### src/rtl/ones_window_accumulator_if.sv
// ---------------------------------------------------------------------------
// ones_window_accumulator_if
//
// Bundles the sample-in and result-out handshakes of ones_window_accumulator.
//
// Sample side (producer -> accumulator):
//   ones_i   popcount sample
//   valid_i  ones_i is valid this cycle
//   ready_o  accumulator accepts a sample this cycle
//   clear_i  synchronous abort of the partial window / pending result
//
// Result side (accumulator -> consumer):
//   sum_o    windowed sum
//   above_o  sum_o >= THRESHOLD
//   valid_o  sum_o/above_o hold a result
//   ready_i  consumer takes the result
//   count_o  samples accepted in the current window (debug)
//
// Modports: master = the side that feeds samples and consumes results,
//           slave  = the accumulator itself.
// ---------------------------------------------------------------------------
interface ones_window_accumulator_if #(
   parameter int INPUT_FEATURES = 8,
   parameter int WINDOW         = 4
);
   localparam int ONES_W = $clog2(INPUT_FEATURES + 1);
   localparam int SUM_W  = $clog2(INPUT_FEATURES * WINDOW + 1);
   localparam int CNT_W  = ($clog2(WINDOW + 1) > 1) ? $clog2(WINDOW + 1) : 1;

   logic [ONES_W-1:0] ones_i;
   logic              valid_i;
   logic              ready_o;
   logic              clear_i;
   logic [SUM_W-1:0]  sum_o;
   logic              above_o;
   logic              valid_o;
   logic              ready_i;
   logic [CNT_W-1:0]  count_o;

   modport master (
      output ones_i,
      output valid_i,
      input  ready_o,
      output clear_i,
      input  sum_o,
      input  above_o,
      input  valid_o,
      output ready_i,
      input  count_o
   );

   modport slave (
      input  ones_i,
      input  valid_i,
      output ready_o,
      input  clear_i,
      output sum_o,
      output above_o,
      output valid_o,
      input  ready_i,
      output count_o
   );
endinterface

### src/rtl/ones_window_accumulator.sv
// ---------------------------------------------------------------------------
// ones_window_accumulator
//
// Sums WINDOW consecutive accepted popcount samples and presents the sum,
// together with a ">= THRESHOLD" decision flag, over a valid/ready handshake.
//
// Ports:
//   clock_i  clock, rising edge
//   reset_i  asynchronous active-high reset
//   bus      ones_window_accumulator_if.slave
//              ones_i/valid_i/ready_o : sample input handshake
//              clear_i                : synchronous abort, highest priority
//              sum_o/above_o/valid_o/ready_i : result output handshake
//              count_o                : samples accepted in current window
//
// Two states: ACCUM takes samples, HOLD presents one result until taken.
// ready_o depends only on state (and reset), never on ready_i.
// ---------------------------------------------------------------------------
module ones_window_accumulator #(
   parameter int INPUT_FEATURES = 8,
   parameter int WINDOW         = 4,
   parameter int THRESHOLD      = 16
) (
   input logic                          clock_i,
   input logic                          reset_i,
   ones_window_accumulator_if.slave     bus
);

   localparam int ONES_W = $clog2(INPUT_FEATURES + 1);
   localparam int SUM_W  = $clog2(INPUT_FEATURES * WINDOW + 1);
   localparam int CNT_W  = ($clog2(WINDOW + 1) > 1) ? $clog2(WINDOW + 1) : 1;

   localparam logic [SUM_W-1:0] THR_SUM  = SUM_W'(THRESHOLD);
   localparam logic [CNT_W-1:0] LAST_CNT = CNT_W'(WINDOW - 1);

   typedef enum logic {
      ACCUM = 1'b0,
      HOLD  = 1'b1
   } state_t;

   // Out-of-range popcounts saturate at INPUT_FEATURES so the sum cannot
   // exceed INPUT_FEATURES*WINDOW and the accumulator never wraps.
   function automatic logic [SUM_W-1:0] clamp_ones(input logic [ONES_W-1:0] x);
      logic [SUM_W-1:0] r;
      if (x > ONES_W'(INPUT_FEATURES)) begin
         r = SUM_W'(INPUT_FEATURES);
      end else begin
         r = SUM_W'(x);
      end
      return r;
   endfunction

   state_t           state_q;
   state_t           state_d;
   logic [SUM_W-1:0] acc_p0;
   logic [CNT_W-1:0] cnt_p0;
   logic [SUM_W-1:0] sum_p1;
   logic             above_p1;

   logic             ready;
   logic             accept;
   logic             last_sample;
   logic [SUM_W-1:0] sample_sum;

   // ---- control: next state and handshake outputs ----
   always_comb begin
      state_d     = state_q;
      ready       = 1'b0;
      accept      = 1'b0;
      last_sample = 1'b0;
      sample_sum  = acc_p0 + clamp_ones(bus.ones_i);

      // With WINDOW=1 every sample closes the window; the counter stays 0.
      if (WINDOW == 1) begin
         last_sample = 1'b1;
      end else begin
         last_sample = (cnt_p0 == LAST_CNT);
      end

      case (state_q)
         ACCUM: begin
            ready  = !reset_i;
            // clear_i outranks an offered sample: the sample is dropped.
            accept = bus.valid_i && ready && !bus.clear_i;
            if (accept && last_sample) begin
               state_d = HOLD;
            end
         end
         HOLD: begin
            // A clear discards the result even if ready_i is also high.
            if (bus.clear_i || bus.ready_i) begin
               state_d = ACCUM;
            end
         end
         default: begin
            state_d = ACCUM;
         end
      endcase
   end

   always_ff @(posedge clock_i or posedge reset_i) begin
      if (reset_i) begin
         state_q <= ACCUM;
      end else begin
         state_q <= state_d;
      end
   end

   // ---- stage p0: running accumulator and sample count ----
   always_ff @(posedge clock_i or posedge reset_i) begin
      if (reset_i) begin
         acc_p0 <= '0;
         cnt_p0 <= '0;
      end else if (state_q == ACCUM) begin
         if (bus.clear_i) begin
            acc_p0 <= '0;
            cnt_p0 <= '0;
         end else if (accept) begin
            if (last_sample) begin
               acc_p0 <= '0;
               cnt_p0 <= '0;
            end else begin
               acc_p0 <= sample_sum;
               cnt_p0 <= cnt_p0 + CNT_W'(1);
            end
         end
      end
   end

   // ---- stage p1: registered window result and threshold decision ----
   // Captured on the edge that accepts the last sample, so the result is
   // visible one cycle after that accept; held untouched through HOLD.
   always_ff @(posedge clock_i or posedge reset_i) begin
      if (reset_i) begin
         sum_p1   <= '0;
         above_p1 <= 1'b0;
      end else if (accept && last_sample) begin
         sum_p1   <= sample_sum;
         above_p1 <= (sample_sum >= THR_SUM);
      end
   end

   assign bus.ready_o = ready;
   assign bus.valid_o = (state_q == HOLD);
   assign bus.sum_o   = sum_p1;
   assign bus.above_o = above_p1;
   assign bus.count_o = cnt_p0;

endmodule

### src/flat_wrapper.sv
// flat-port wrapper written by rule: the top's interface ports become plain ports
module ones_window_accumulator_flat 
#(
   parameter int INPUT_FEATURES = 8,
   parameter int WINDOW         = 4,
   parameter int THRESHOLD      = 16
)
  (clock_i, reset_i, bus_ones_i, bus_valid_i, bus_ready_o, bus_clear_i, bus_sum_o, bus_above_o, bus_valid_o, bus_ready_i, bus_count_o);
  ones_window_accumulator_if #(.INPUT_FEATURES(INPUT_FEATURES), .WINDOW(WINDOW)) bus_i ();
  input logic clock_i;
  input logic reset_i;
  input wire logic [$bits(bus_i.ones_i)-1:0] bus_ones_i;
  input wire logic [$bits(bus_i.valid_i)-1:0] bus_valid_i;
  output wire logic [$bits(bus_i.ready_o)-1:0] bus_ready_o;
  input wire logic [$bits(bus_i.clear_i)-1:0] bus_clear_i;
  output wire logic [$bits(bus_i.sum_o)-1:0] bus_sum_o;
  output wire logic [$bits(bus_i.above_o)-1:0] bus_above_o;
  output wire logic [$bits(bus_i.valid_o)-1:0] bus_valid_o;
  input wire logic [$bits(bus_i.ready_i)-1:0] bus_ready_i;
  output wire logic [$bits(bus_i.count_o)-1:0] bus_count_o;
  assign bus_i.ones_i = bus_ones_i;
  assign bus_i.valid_i = bus_valid_i;
  assign bus_ready_o = bus_i.ready_o;
  assign bus_i.clear_i = bus_clear_i;
  assign bus_sum_o = bus_i.sum_o;
  assign bus_above_o = bus_i.above_o;
  assign bus_valid_o = bus_i.valid_o;
  assign bus_i.ready_i = bus_ready_i;
  assign bus_count_o = bus_i.count_o;
  ones_window_accumulator #(.INPUT_FEATURES(INPUT_FEATURES), .WINDOW(WINDOW), .THRESHOLD(THRESHOLD)) u_core (.clock_i(clock_i), .reset_i(reset_i), .bus(bus_i));
endmodule
### config.mk
export PLATFORM = sky130hd
export DESIGN_NAME = ones_window_accumulator_flat
export DESIGN_NICKNAME = d
export VERILOG_FILES = /design/src/rtl/ones_window_accumulator_if.sv /design/src/rtl/ones_window_accumulator.sv /design/src/flat_wrapper.sv
export SDC_FILE = /design/constraint.sdc
export NUM_CORES = 1
export LEC_CHECK = 0
export CORE_MARGIN = 1
export CORE_UTILIZATION = 49
export CTS_CLUSTER_SIZE = 28
export DETAILED_ROUTE_END_ITERATION = 10
export PLACE_DENSITY = 0.83
export SYNTH_ARGS = -nofsm -noshare
export SYNTH_HDL_FRONTEND = slang
export SYNTH_SLANG_ARGS = --single-unit
### constraint.sdc
create_clock -name clock_i -period 2.37 [get_ports clock_i]
set_clock_uncertainty 0.2 [all_clocks]
set_input_delay 0.237 -clock clock_i [delete_from_list [all_inputs] [get_ports clock_i]]
set_output_delay 0.237 -clock clock_i [all_outputs]
set_load 0.1 [all_outputs]
# After elaboration in Yosys (flattened, before gate mapping)
# Cells that the tools add are included.
# word_totals
reg_bits,17
inputBits,9
out_inout_bits,12
word_cells,32
# classes
add_sub_neg,2
n_lt_le_gt_ge,2
n_eq_ne,1
muxes,12
n_bitwise,1
reduce_logical,9
# ops
cell,n
6-bit two-way mux,3
3-bit two-way mux,3
6-bit by 4-bit adder with 6-bit output,1
"6-bit by 5-bit >= comparator with 1-bit output, second input constant",1
"4-bit > comparator, second input constant",1
1-bit logical AND,4
1-bit two-way mux,4
4-bit two-way mux,1
"3-bit by 1-bit adder with 3-bit output, second input constant",1
"3-bit by 2-bit == test with 1-bit output, second input constant",1
1-bit logical NOT,2
1-bit case mux with 2 select lines,1
2-bit AND reduction,1
2-bit nonzero test,1
1-bit logical OR,1
1-bit NOT,1

# Logic depth before layout (Yosys ltp)
# Gate-level depths: netlist (run 1).
# depth
depth_word,6
ltp_mapped,7
mapped_depth_nobuf,7

# Least setup slack after synthesis (run 1)
# Ideal clock, no wire load.
# synth_timing
kind,flip-flop to output port
startpoint,register u_core.state_q (netlist: u_core.bus.valid_o)
endpoint,output port bus_ready_o
arrival_ps,2261
required_ps,1933
setup_slack_ps,-328
stages_incl_launch_ff,2
path_buffers,0
path_cell_list,dfrtp_1 > nor2_1
# synth_between
elab_chain_len,1
# synth_lines
item,line_no,text
start: declaration,ones_window_accumulator.sv:53,state_t state_q;
start signal: assignment,ones_window_accumulator.sv:105,state_q <= state_d;
1-bit two-way mux,ones_window_accumulator.sv:80,case (state_q)
end: declaration,flat_wrapper.sv:14,output wire logic [$bits(bus_i.ready_o)-1:0] bus_ready_o;
# Every way passes these cells.

# Worst setup path in the final report (run 1)
# layout_timing
startpoint,input port bus_ones_i[3]
endpoint,register u_core.above_p1 (netlist: u_core.bus.above_o)
# layout_between
elab_chain_len,4
# layout_lines
item,line_no,text
start: declaration,flat_wrapper.sv:12,input wire logic [$bits(bus_i.ones_i)-1:0] bus_ones_i;
4-bit > comparator,ones_window_accumulator.sv:45,if (x > ONES_W'(INPUT_FEATURES)) begin
4-bit two-way mux (*),ones_window_accumulator.sv:45,
6-bit by 4-bit adder with 6-bit output (*),ones_window_accumulator.sv:71,sample_sum = acc_p0 + clamp_ones(bus.ones_i);
6-bit by 5-bit >= comparator with 1-bit output (*),ones_window_accumulator.sv:139,above_p1 <= (sample_sum >= THR_SUM);
end signal: assignment,ones_window_accumulator.sv:139,
end: declaration,ones_window_accumulator.sv:58,logic above_p1;
# Every way passes the cells marked *; elsewhere a longest branch is shown, timed or not.
# A chain may end at the register's enable or synchronous reset.

==> out/results.tsv, run 1 <==
metric	value	unit
p_per_area	656	nW/um^2
cp-start-kind	input pin	
cts_buffer_depth	2	
synth_flop_cell	dfrtp_1	
cp.depth	8	
cts_tree	built	
r2r-start	u_core.acc_p0[0]	
cp_data_arrival_time	2.13	ns
worst_path_max_delay_cell	clkdlybuf4s50_1	
finalNetCount	130	
die_h	46.1	um
cts.repair.resized	0	
synth_top_area_share	0.447	
ys_warn_count	0	
die-area	2120	sq um
drive_gt1_frac	0.254	
async_flop_share	1.00	
rows	15	
grt_use_total	0.192	
setup_viol	0	
reg2reg_slack	0.29	ns
place_inst	135	
cts.sinks	17	
grt_pass1_vias	663	
setup_slack	0.214	ns
cts-root-buf	clkbuf_4	
yosysMostFrequentCell	dfrtp_1	
status	completed	
routed_wl	1.73	mm
postCtsSetupRepairBufs	0	
total_power	780	uW
drv_slew	0	
hold_path_class	input pin to asynchronous set/reset pin	
wl_per_cell	12.5	um
globalRouteOverflowTotal	0	
grt_max_degree	18	
area_growth	25.0	%
clk_latency	0.29	ns
drt-met1-wl	778	um
cts_hold_buf	0	
numCtsBuffers	3	
htreeDepth	1	
clk_pin_slew	0.09	ns
fin_crit_sh	0.910	
viasPerCell	5.28	
antenna_found_initial	0	
synth_enable_flop_cells	0	
syn-instance-count	90	
required	2.34	ns
ir_worst_vdd	0.358	mV
maxCapViolations	0	
dp_hpwl	1.38	mm
io_pins	21	
dieWidth	46.1	um
cp_top_family	adder cells	
cellLeakagePower	0.564	nW
fmax	0.464	GHz
worstPathCellList	clkdlybuf4s50_1, nor2b_1, ha_1, fa_1, a211oi_1, or2_2, xnor2_1, a31oi_1	
max-slew-margin-rel	0.568	
ant_nets	0	
whs	0.197	ns
cp_max_fo	2	
syn_area	951	sq um
critPathCaptureType	register	
cpPeakStageDelay	0.50	ns
synth_top_cell_by_area	dfrtp_1	
wl_met2	839	um
dr_wl_met3	77	um
synth_cell_type_count	31	
antennaDiodeCount	0	
via_count	734	
port_buffers	20	
first_iter_violations	6	
rsz0062_at_grt	no	
pre_cts_slack	-0.0844	ns
core-area	1760	sq um
ys_top_cells_by_count	17 x dfrtp_1, 9 x nand2_1, 9 x nor2_1, 7 x inv_1, 6 x a21oi_1	
drt_first_pass_iters	4	
synth-seq-cells	17	
r2r-end	u_core.bus.above_o	
synth_area_leaders	dfrtp_1 45%, ha_1 6.6%, nand2_1 3.6%	
tightest_slew	0.648	ns
cp_num_buf_inv	1	
route.detailed.drc	0	
initial_core_util	0.539	
rr_worst_depth	6	
period_needed	2.16	ns
top_layer_used	met4	
grt_first_pass_wirelength	2.77	mm
final_cells	139	
path_class	input pin to register	
seq_area_frac_synth	0.447	
syn_area_per_cell	10.6	sq um
finalHoldViolCount	0	
synth_fp_nets	105	
gp_congestion	0.784	
[stage by stage]
stage	cell area (sq um)	util	setup TNS (ns)
after floorplan	956	-	0
after CTS	1190	0.674	0
after detailed placement	1160	0.659	-0.178
after global routing	1190	0.674	0
after global placement	1160	0.659	-0.0248
final	1190	0.674	0
[state kept, by name, indices dropped and copies added, names as in the netlist]
name / count
u_core.bus.above_o: 1
u_core.bus.count_o: 3
u_core.bus.valid_o: 1
u_core.acc_p0: 6
u_core.bus.sum_o: 6
[worst max path at each step]
stage | start | endpoint | slack (ns)
CTS | bus_ones_i[3] | u_core.bus.above_o | 0.22
floorplan | u_core.bus.valid_o | bus_ready_o | 0.13
finish | bus_ones_i[3] | u_core.bus.above_o | 0.21
global route | bus_ones_i[3] | u_core.bus.above_o | 0.07
global placement | bus_ones_i[3] | u_core.bus.above_o | -0.02
detailed placement | bus_ones_i[3] | u_core.bus.above_o | -0.08
[kinds of logic after synthesis]
logic type / Yosys count / share of synthesized area
and+or+nand+nor: 29 / 0.191
DFF: 17 / 0.447
buffers and inverters: 9 / 0.0513
adders and majority gates: 6 / 0.0868
muxes: 4 / 0.0539
xor gates and xnor gates: 4 / 0.0368
AOI/OAI and AO/OA: 21 / 0.133
[worst register-to-register path, stage by stage, from the launching register on]
cell,delay [ns]
dfrtp_1,0.41
ha_1,0.24
fa_1,0.41
a211oi_1,0.29
or2_2,0.18
xnor2_1,0.13
a31oi_1,0.11
[placed cells by master, fill, tap and decap left out, drive strengths merged, types with 4 or more instances in the layout]
| cell type | netlist | layout |
|---|---|---|
| ha | 5 | 5 |
| clkbuf | 0 | 4 |
| a21oi | 6 | 6 |
| buf | 2 | 14 |
| nor2b | 4 | 4 |
| clkdlybuf4s50 | 0 | 8 |
| dfrtp | 17 | 17 |
| o21ai | 6 | 6 |
| inv | 7 | 7 |
| nor2 | 9 | 9 |
| nand2 | 9 | 9 |
[layer usage]
layer / GRT usage / up-vias
li1: - / 361
met1: 0.217 / 343
met2: 0.338 / 25
met3: 0.0353 / 5
met4: 0.106 / 0
met5: 0 / -
[layout make-up]
class	instances	area [sq um]
Multi-Input combinational cell	64	479
Sequential cell	17	428
Inverter	7	26.3
Tap cell	25	31.3
Clock buffer	4	26.3
Timing Repair Buffer	22	198
Fill cell	155	576
[power by group]
| part | internal [mW] | switching (mW) |
|---|---|---|
| Clock | 0.0654 | 0.0862 |
| Sequential | 0.317 | 0.0170 |
| Combinational | 0.0804 | 0.215 |
No activity file was read; power rests on OpenSTA's default activity.
==> run 2, diff against run 1 <==
--- a/config.mk
+++ b/config.mk
@@ -10,6 +10,7 @@
 export CTS_CLUSTER_SIZE = 28
 export DETAILED_ROUTE_END_ITERATION = 10
 export PLACE_DENSITY = 0.83
+export SKIP_LAST_GASP = 1
 export SYNTH_ARGS = -nofsm -noshare
 export SYNTH_HDL_FRONTEND = slang
 export SYNTH_SLANG_ARGS = --single-unit
==> results of run 2 <==
Same layout as run 1: the final DEF is identical, and so are final timing and power.
